===== config.mk =====
export PLATFORM = sky130hd
export DESIGN_NAME = sample_buffer_ctrl
export DESIGN_NICKNAME = d
export VERILOG_FILES = /design/src/rtl/sample_buffer_ctrl.sv
export SDC_FILE = /design/constraint.sdc
export NUM_CORES = 1
export LEC_CHECK = 0
export BUFFER_PORTS_ARGS = -buffer_cell sky130_fd_sc_hd__buf_2
export CAP_MARGIN = 20
export CORE_UTILIZATION = 48
export CTS_CLUSTER_DIAMETER = 50
export DETAILED_ROUTE_END_ITERATION = 10
export PLACE_DENSITY = 0.72
export SLEW_MARGIN = 25
export SYNTH_ARGS = -nofsm -noshare
export SYNTH_HDL_FRONTEND = slang
export SYNTH_SLANG_ARGS = --single-unit

===== constraint.sdc =====
create_clock -name clock -period 3.4 [get_ports clock]
set_input_delay 0.68 -clock clock [delete_from_list [all_inputs] [get_ports clock]]
set_output_delay 0.68 -clock clock [all_outputs]
set_load 0.02 [all_outputs]

===== src/rtl/sample_buffer_ctrl.sv =====
// -----------------------------------------------------------------------------
// sample_buffer_ctrl
//
// Purpose: sequences a single-port sample RAM for two jobs. In record mode it
// streams ADC samples into the RAM starting at address 0. In play mode it
// streams the recorded samples back out to a DAC through a valid/ready
// handshake, and can optionally loop over the recording.
//
// Ports:
//   clock        rising-edge clock
//   reset        asynchronous, active-low reset
//   start_record one-cycle command: begin capture at address 0
//   start_play   one-cycle command: begin playback from address 0
//   stop         one-cycle command: abort the current mode
//   loop_en      when high, playback restarts at address 0 after the last sample
//   adc_valid    adc_data carries a new sample this cycle
//   adc_data     ADC sample
//   dac_ready    DAC accepts dac_data this cycle
//   dac_valid    dac_data carries a playback sample
//   dac_data     playback sample
//   ram_addr     RAM address
//   ram_we       RAM write strobe
//   ram_wdata    RAM write data
//   ram_rdata    RAM read data, valid one clock after ram_addr is sampled
//   mode         0 idle, 1 record, 2 play
//   rec_len      number of samples stored by the last/current recording
//   rec_full     the last recording filled the whole buffer
// -----------------------------------------------------------------------------
module sample_buffer_ctrl #(
  parameter int data_size = 32,
  parameter int addr_size = 16
) (
  input  logic                 clock,
  input  logic                 reset,
  input  logic                 start_record,
  input  logic                 start_play,
  input  logic                 stop,
  input  logic                 loop_en,
  input  logic                 adc_valid,
  input  logic [data_size-1:0] adc_data,
  input  logic                 dac_ready,
  output logic                 dac_valid,
  output logic [data_size-1:0] dac_data,
  output logic [addr_size-1:0] ram_addr,
  output logic                 ram_we,
  output logic [data_size-1:0] ram_wdata,
  input  logic [data_size-1:0] ram_rdata,
  output logic [1:0]           mode,
  output logic [addr_size:0]   rec_len,
  output logic                 rec_full
);

  typedef enum logic [2:0] {
    IDLE,
    RECORD,
    PLAY_ADDR,
    PLAY_WAIT,
    PLAY_OUT
  } state_t;

  localparam logic [1:0]           ModeIdle   = 2'd0;
  localparam logic [1:0]           ModeRecord = 2'd1;
  localparam logic [1:0]           ModePlay   = 2'd2;
  localparam logic [addr_size-1:0] PtrOne     = {{(addr_size-1){1'b0}}, 1'b1};
  localparam logic [addr_size-1:0] PtrMax     = {addr_size{1'b1}};
  localparam logic [addr_size:0]   LenOne     = {{addr_size{1'b0}}, 1'b1};

  state_t                 state_q,     state_d;
  logic [addr_size-1:0]   wrPtr_q,     wrPtr_d;
  logic [addr_size-1:0]   rdPtr_q,     rdPtr_d;
  logic [addr_size:0]     recLen_q,    recLen_d;
  logic                   recFull_q,   recFull_d;
  logic [addr_size-1:0]   ramAddr_q,   ramAddr_d;
  logic                   ramWe_q,     ramWe_d;
  logic [data_size-1:0]   ramWdata_q,  ramWdata_d;
  logic                   dacValid_q,  dacValid_d;
  logic [data_size-1:0]   dacData_q,   dacData_d;
  logic [1:0]             mode_q,      mode_d;

  logic                   lastSample;

  // The read pointer is one bit narrower than rec_len, so zero-extend it
  // before comparing against the last stored index.
  assign lastSample = ({1'b0, rdPtr_q} == (recLen_q - LenOne));

  // State and output registers. Every output comes straight from a flop; the
  // reset is asynchronous so a pending write or DAC transfer is dropped at once.
  always_ff @(posedge clock or negedge reset) begin
    if (!reset) begin
      state_q    <= IDLE;
      wrPtr_q    <= '0;
      rdPtr_q    <= '0;
      recLen_q   <= '0;
      recFull_q  <= 1'b0;
      ramAddr_q  <= '0;
      ramWe_q    <= 1'b0;
      ramWdata_q <= '0;
      dacValid_q <= 1'b0;
      dacData_q  <= '0;
      mode_q     <= ModeIdle;
    end else begin
      state_q    <= state_d;
      wrPtr_q    <= wrPtr_d;
      rdPtr_q    <= rdPtr_d;
      recLen_q   <= recLen_d;
      recFull_q  <= recFull_d;
      ramAddr_q  <= ramAddr_d;
      ramWe_q    <= ramWe_d;
      ramWdata_q <= ramWdata_d;
      dacValid_q <= dacValid_d;
      dacData_q  <= dacData_d;
      mode_q     <= mode_d;
    end
  end

  // Next-state logic. Everything holds by default except the write strobe,
  // which is a single-cycle pulse. stop is checked first in every state so it
  // always beats a start command or a DAC accept arriving in the same cycle.
  always_comb begin
    state_d    = state_q;
    wrPtr_d    = wrPtr_q;
    rdPtr_d    = rdPtr_q;
    recLen_d   = recLen_q;
    recFull_d  = recFull_q;
    ramAddr_d  = ramAddr_q;
    ramWe_d    = 1'b0;
    ramWdata_d = ramWdata_q;
    dacValid_d = dacValid_q;
    dacData_d  = dacData_q;

    case (state_q)
      IDLE: begin
        if (!stop) begin
          if (start_record) begin
            state_d   = RECORD;
            wrPtr_d   = '0;
            recLen_d  = '0;
            recFull_d = 1'b0;
          end else if (start_play && (recLen_q != '0)) begin
            state_d   = PLAY_ADDR;
            rdPtr_d   = '0;
            ramAddr_d = '0;
          end
        end
      end

      RECORD: begin
        if (stop) begin
          state_d = IDLE;
        end else if (adc_valid) begin
          ramWe_d    = 1'b1;
          ramAddr_d  = wrPtr_q;
          ramWdata_d = adc_data;
          recLen_d   = recLen_q + LenOne;
          // The top address ends the recording; the write pointer parks
          // there rather than wrapping back onto sample 0.
          if (wrPtr_q == PtrMax) begin
            recFull_d = 1'b1;
            state_d   = IDLE;
          end else begin
            wrPtr_d = wrPtr_q + PtrOne;
          end
        end
      end

      // ram_addr was loaded on the way in; this cycle lets the RAM sample it.
      PLAY_ADDR: begin
        if (stop) begin
          state_d = IDLE;
        end else begin
          state_d = PLAY_WAIT;
        end
      end

      PLAY_WAIT: begin
        if (stop) begin
          state_d = IDLE;
        end else begin
          state_d    = PLAY_OUT;
          dacData_d  = ram_rdata;
          dacValid_d = 1'b1;
        end
      end

      PLAY_OUT: begin
        if (stop) begin
          state_d    = IDLE;
          dacValid_d = 1'b0;
        end else if (dac_ready) begin
          dacValid_d = 1'b0;
          if (!lastSample) begin
            state_d   = PLAY_ADDR;
            rdPtr_d   = rdPtr_q + PtrOne;
            ramAddr_d = rdPtr_q + PtrOne;
          end else if (loop_en) begin
            state_d   = PLAY_ADDR;
            rdPtr_d   = '0;
            ramAddr_d = '0;
          end else begin
            state_d = IDLE;
          end
        end
      end

      default: begin
        state_d    = IDLE;
        dacValid_d = 1'b0;
      end
    endcase

    // mode follows the state being entered so it is registered alongside it.
    case (state_d)
      RECORD:                        mode_d = ModeRecord;
      PLAY_ADDR, PLAY_WAIT, PLAY_OUT: mode_d = ModePlay;
      default:                       mode_d = ModeIdle;
    endcase
  end

  assign dac_valid = dacValid_q;
  assign dac_data  = dacData_q;
  assign ram_addr  = ramAddr_q;
  assign ram_we    = ramWe_q;
  assign ram_wdata = ramWdata_q;
  assign mode      = mode_q;
  assign rec_len   = recLen_q;
  assign rec_full  = recFull_q;

endmodule


==> key figures <==
Yosys
  – Syn Nets: 761
  – Post-synth ARST share: 1.00
  – Distinct cell type count after synthesis: 60
  – Synth Area per Inst: 9.96 um^2
  – Yosys warnings: 0
  – Post-synth EDFFs: 0
  – Sequential fraction of the synthesis area: 0.503
  – Top_reg_cell synth: dfrtp_1
  – Yosys reg bits: 137
  – Mapped cell area: 0.00682 mm^2
  – Post-Syn Instances: 685

Setup path
  – Critical path type: register to register
  – WP data arrival: 3.51 ns
  – FF-to-FF End: ram_addr[15]$_DFFE_PN0P_
  – R2r setup slk: 0.20 ns
  – Worst setup path startpoint: rec_len[1]$_DFFE_PN0P_
  – Crit path capture: ram_addr[15]$_DFFE_PN0P_
  – Cells along the critical path: inv_1, ha_1, or3b_1, o31a_1, nor4b_1, a311oi_1, nor4_4, a21o_4, o21ai_0, mux2_2
  – CP required: 3.71 ns
  – Critical Path Stages: 10
  – Crit path buf inv count: 1
  – Crit start category: register
  – Worst Reg-to-Reg Cells: 10
  – Critical Path Max Stage Delay: 0.47 ns
  – Nature of the critical path endpoint: register
  – CP max FO: 28
  – Worst flop-to-flop path startpoint: rec_len[1]$_DFFE_PN0P_
  – Largest delay contributor family on the critical path: simple AND/OR/NAND/NOR gates
  – CP max stage cell: or3b_1

Timing
  – Setup TNS: 0 ns
  – Max Clock Freq: 312 MHz
  – Setup violations, final: 0
  – Slew @ Worst Pin: 0.747 ns
  – Worst hold slack: 0.275 ns
  – Tcrit/Tclk final: 0.941
  – Min cycle time layout: 3.20 ns
  – Fin. max-slew vios: 0
  – Final Hold Vio Count: 0
  – Setup Skew: 0.00904 ns
  – RSZ-0062 raised after global routing: false
  – Max-slew headroom: 0.498

Cells and area
  – Fillers: 1194
  – N_diodes: 0
  – Total Nets Final: 929
  – Register area: 0.00343 mm^2
  – Layout area overhead: 24.6%
  – Layout Utilization: 0.612
  – Final cell count without fillers: 1046
  – Multi-input gate area: 0.00315 mm^2
  – Share of cells above drive strength 1: 0.330

Routing
  – DR pass1 iterations: 5
  – Vias: 5498
  – Final wirelength: 15700 um
  – Residual DRC: 0
  – Vias per std cell: 5.26
  – Final ANT Viol Nets: 0
  – DRT iter0 DRCs: 437
  – Routed length per placed instance: 15.1 um

Clocking
  – Clock tree root buffer cell: clkbuf_16
  – Htree depth: 4
  – Max Buffers Root-to-Sink: 2
  – Worst-Skew Late Latency: 0.42 ns
  – Clock transition at the registers of the reported paths: 0.06 ns
  – Num CTS Buffers: 17
  – CTS Sinks: 137
  – CTS tree: built

Global routing
  – Gr usage total: 0.224
  – Largest net degree at the start of global routing: 75
  – Vias in the first global route: 5108
  – Initial antenna violation count: 0
  – Aggregate global routing overflow: 0
  – First-pass GRT wire length: 25400 um

Flow run
  – Max-cap violations: 0

Placement
  – Cells after DPL: 1014
  – # port buffers: 173
  – Post-DP HPWL: 11300 um
  – GP Congestion: 0.817

Floorplan
  – Die Y-Extent: 121 um
  – Std-Cell Rows: 43
  – Initial cell density of the core: 0.491
  – Core footprint: 0.0139 mm^2
  – I/O pin count: 174
  – Die area: 0.0147 mm^2
  – Die X: 121 um

Outcome
  – Outcome: completed

Pwr
  – Pwr Density: 722 mW/mm^2
  – Max IR drop VDD: 0.493 mV
  – Pleak: 4.34 nW

Worst hold path
  – Min-delay worst type: input port to async pin
[per-stage QoR]
stage	area [um^2]	worst slack [ns]	total power [mW]
floorplan	6820	0.0883	3.63
global placement	7890	0.185	4.26
detailed placement	7890	0.131	4.30
CTS	8490	0.106	6.18
global route	8500	0.0497	6.48
finish	8500	0.199	6.14
[report_power, final]
| group | internal [mW] | switching (mW) | total [mW] |
|---|---|---|---|
| combinational | 0.782 | 1.18 | 1.97 |
| clock | 1.10 | 0.761 | 1.86 |
| sequential | 2.04 | 0.275 | 2.32 |
[per-layer routing]
metal | track usage | wire length, um | vias up
met5 | 0 | 0 | -
met4 | 0.0849 | 303 | 0
met3 | 0.0385 | 683 | 26
met2 | 0.356 | 7650 | 135
met1 | 0.305 | 7110 | 2652
li1 | - | - | 2685
[kinds of logic (layout without fill, tap and decap cells)]
group,Yosys count,count (layout),share of synthesized area
simple gates,292,292,0.199
flops,137,137,0.503
compound gates,86,86,0.0901
buf+inv,58,239,0.0382
xor+xnor,57,57,0.0732
mux,51,51,0.0892
fa+ha+maj,4,4,0.00734
[final cells by class]
class / count / area share
flip-flops and latches: 137 / 0.403
multi-input cells: 490 / 0.371
repair buffers: 194 / 0.124
clock buffers: 18 / 0.0505
well taps: 180 / 0.0265
clock inverters: 14 / 0.0193
inverters: 13 / 0.00574
[sequential cells by signal, indices dropped and copies added (netlist names)]
name and cells:
dac_data 32, ram_wdata 32, rec_len 17, ram_addr 16, rdPtr_q 16, wrPtr_q 16
state_q 3, mode 2, dac_valid 1, ram_we 1, rec_full 1
[layout by cell type (no fill, tap or decap), types with 3 or more instances in the layout]
cell type  synthesis  routed
a21o_1             3       3
nor2b_1            3       3
nor2_1            50      50
o21bai_1           6       6
nor3_1             6       5
buf_4              1      19
mux2i_1            3       3
inv_6              0       6
nor4b_1            3       3
mux2_4            10      10
nand3_1           27      27
ha_1               4       4
or3_1             13      13
xnor2_1           24      24
buf_2              6     172
o21ai_0           25      25
inv_1             12      12
dfrtp_1          137     137
a21oi_1            7       7
nand2_1          143     143
mux2_2            38      38
and3_1            10      10
a31oi_1            5       5
clkbuf_16          0      17
xor2_1            33      33
and4_1             4       4
o2bb2ai_1          5       5
o41ai_1            4       4
nor4_1             7       6
o31a_1             3       3
nand4_1            9       9
o2bb2a_1           4       4
o31ai_1            8       8
[cells in the mapped netlist, types with 12 or more instances]
master,count,area share
nand3_1,27,0.020
clkbuf_1,35,0.019
or3_1,13,0.012
nand2_1,143,0.079
mux2_2,38,0.063
nor2_1,50,0.028
dfrtp_1,137,0.50
xor2_1,33,0.042
xnor2_1,24,0.031
inv_1,12,0.0066
o21ai_0,25,0.018
[timing repair]
action | CTS | global route
endpoints found under the setup margin | 0 | 27
hold buffers | 0 | 0
gates resized for setup | 0 | 3
buffers inserted | 0 | 0
[worst min-delay path by stage]
stage | startpoint | to | slack [ns] | cells after the start
finish | reset | dac_data[18]$_DFFE_PN0P_ | 0.27 | 1
global route | reset | dac_data[13]$_DFFE_PN0P_ | 0.31 | 1
CTS | reset | dac_data[12]$_DFFE_PN0P_ | 0.30 | 1
detailed placement | ram_wdata[25]$_DFFE_PN0P_ | ram_wdata[25]$_DFFE_PN0P_ | 0.46 | 2
global placement | ram_wdata[22]$_DFFE_PN0P_ | ram_wdata[22]$_DFFE_PN0P_ | 0.45 | 2
floorplan | reset | dac_data[0]$_DFFE_PN0P_ | 0.38 | 0
(Power assumes the default switching activity.)
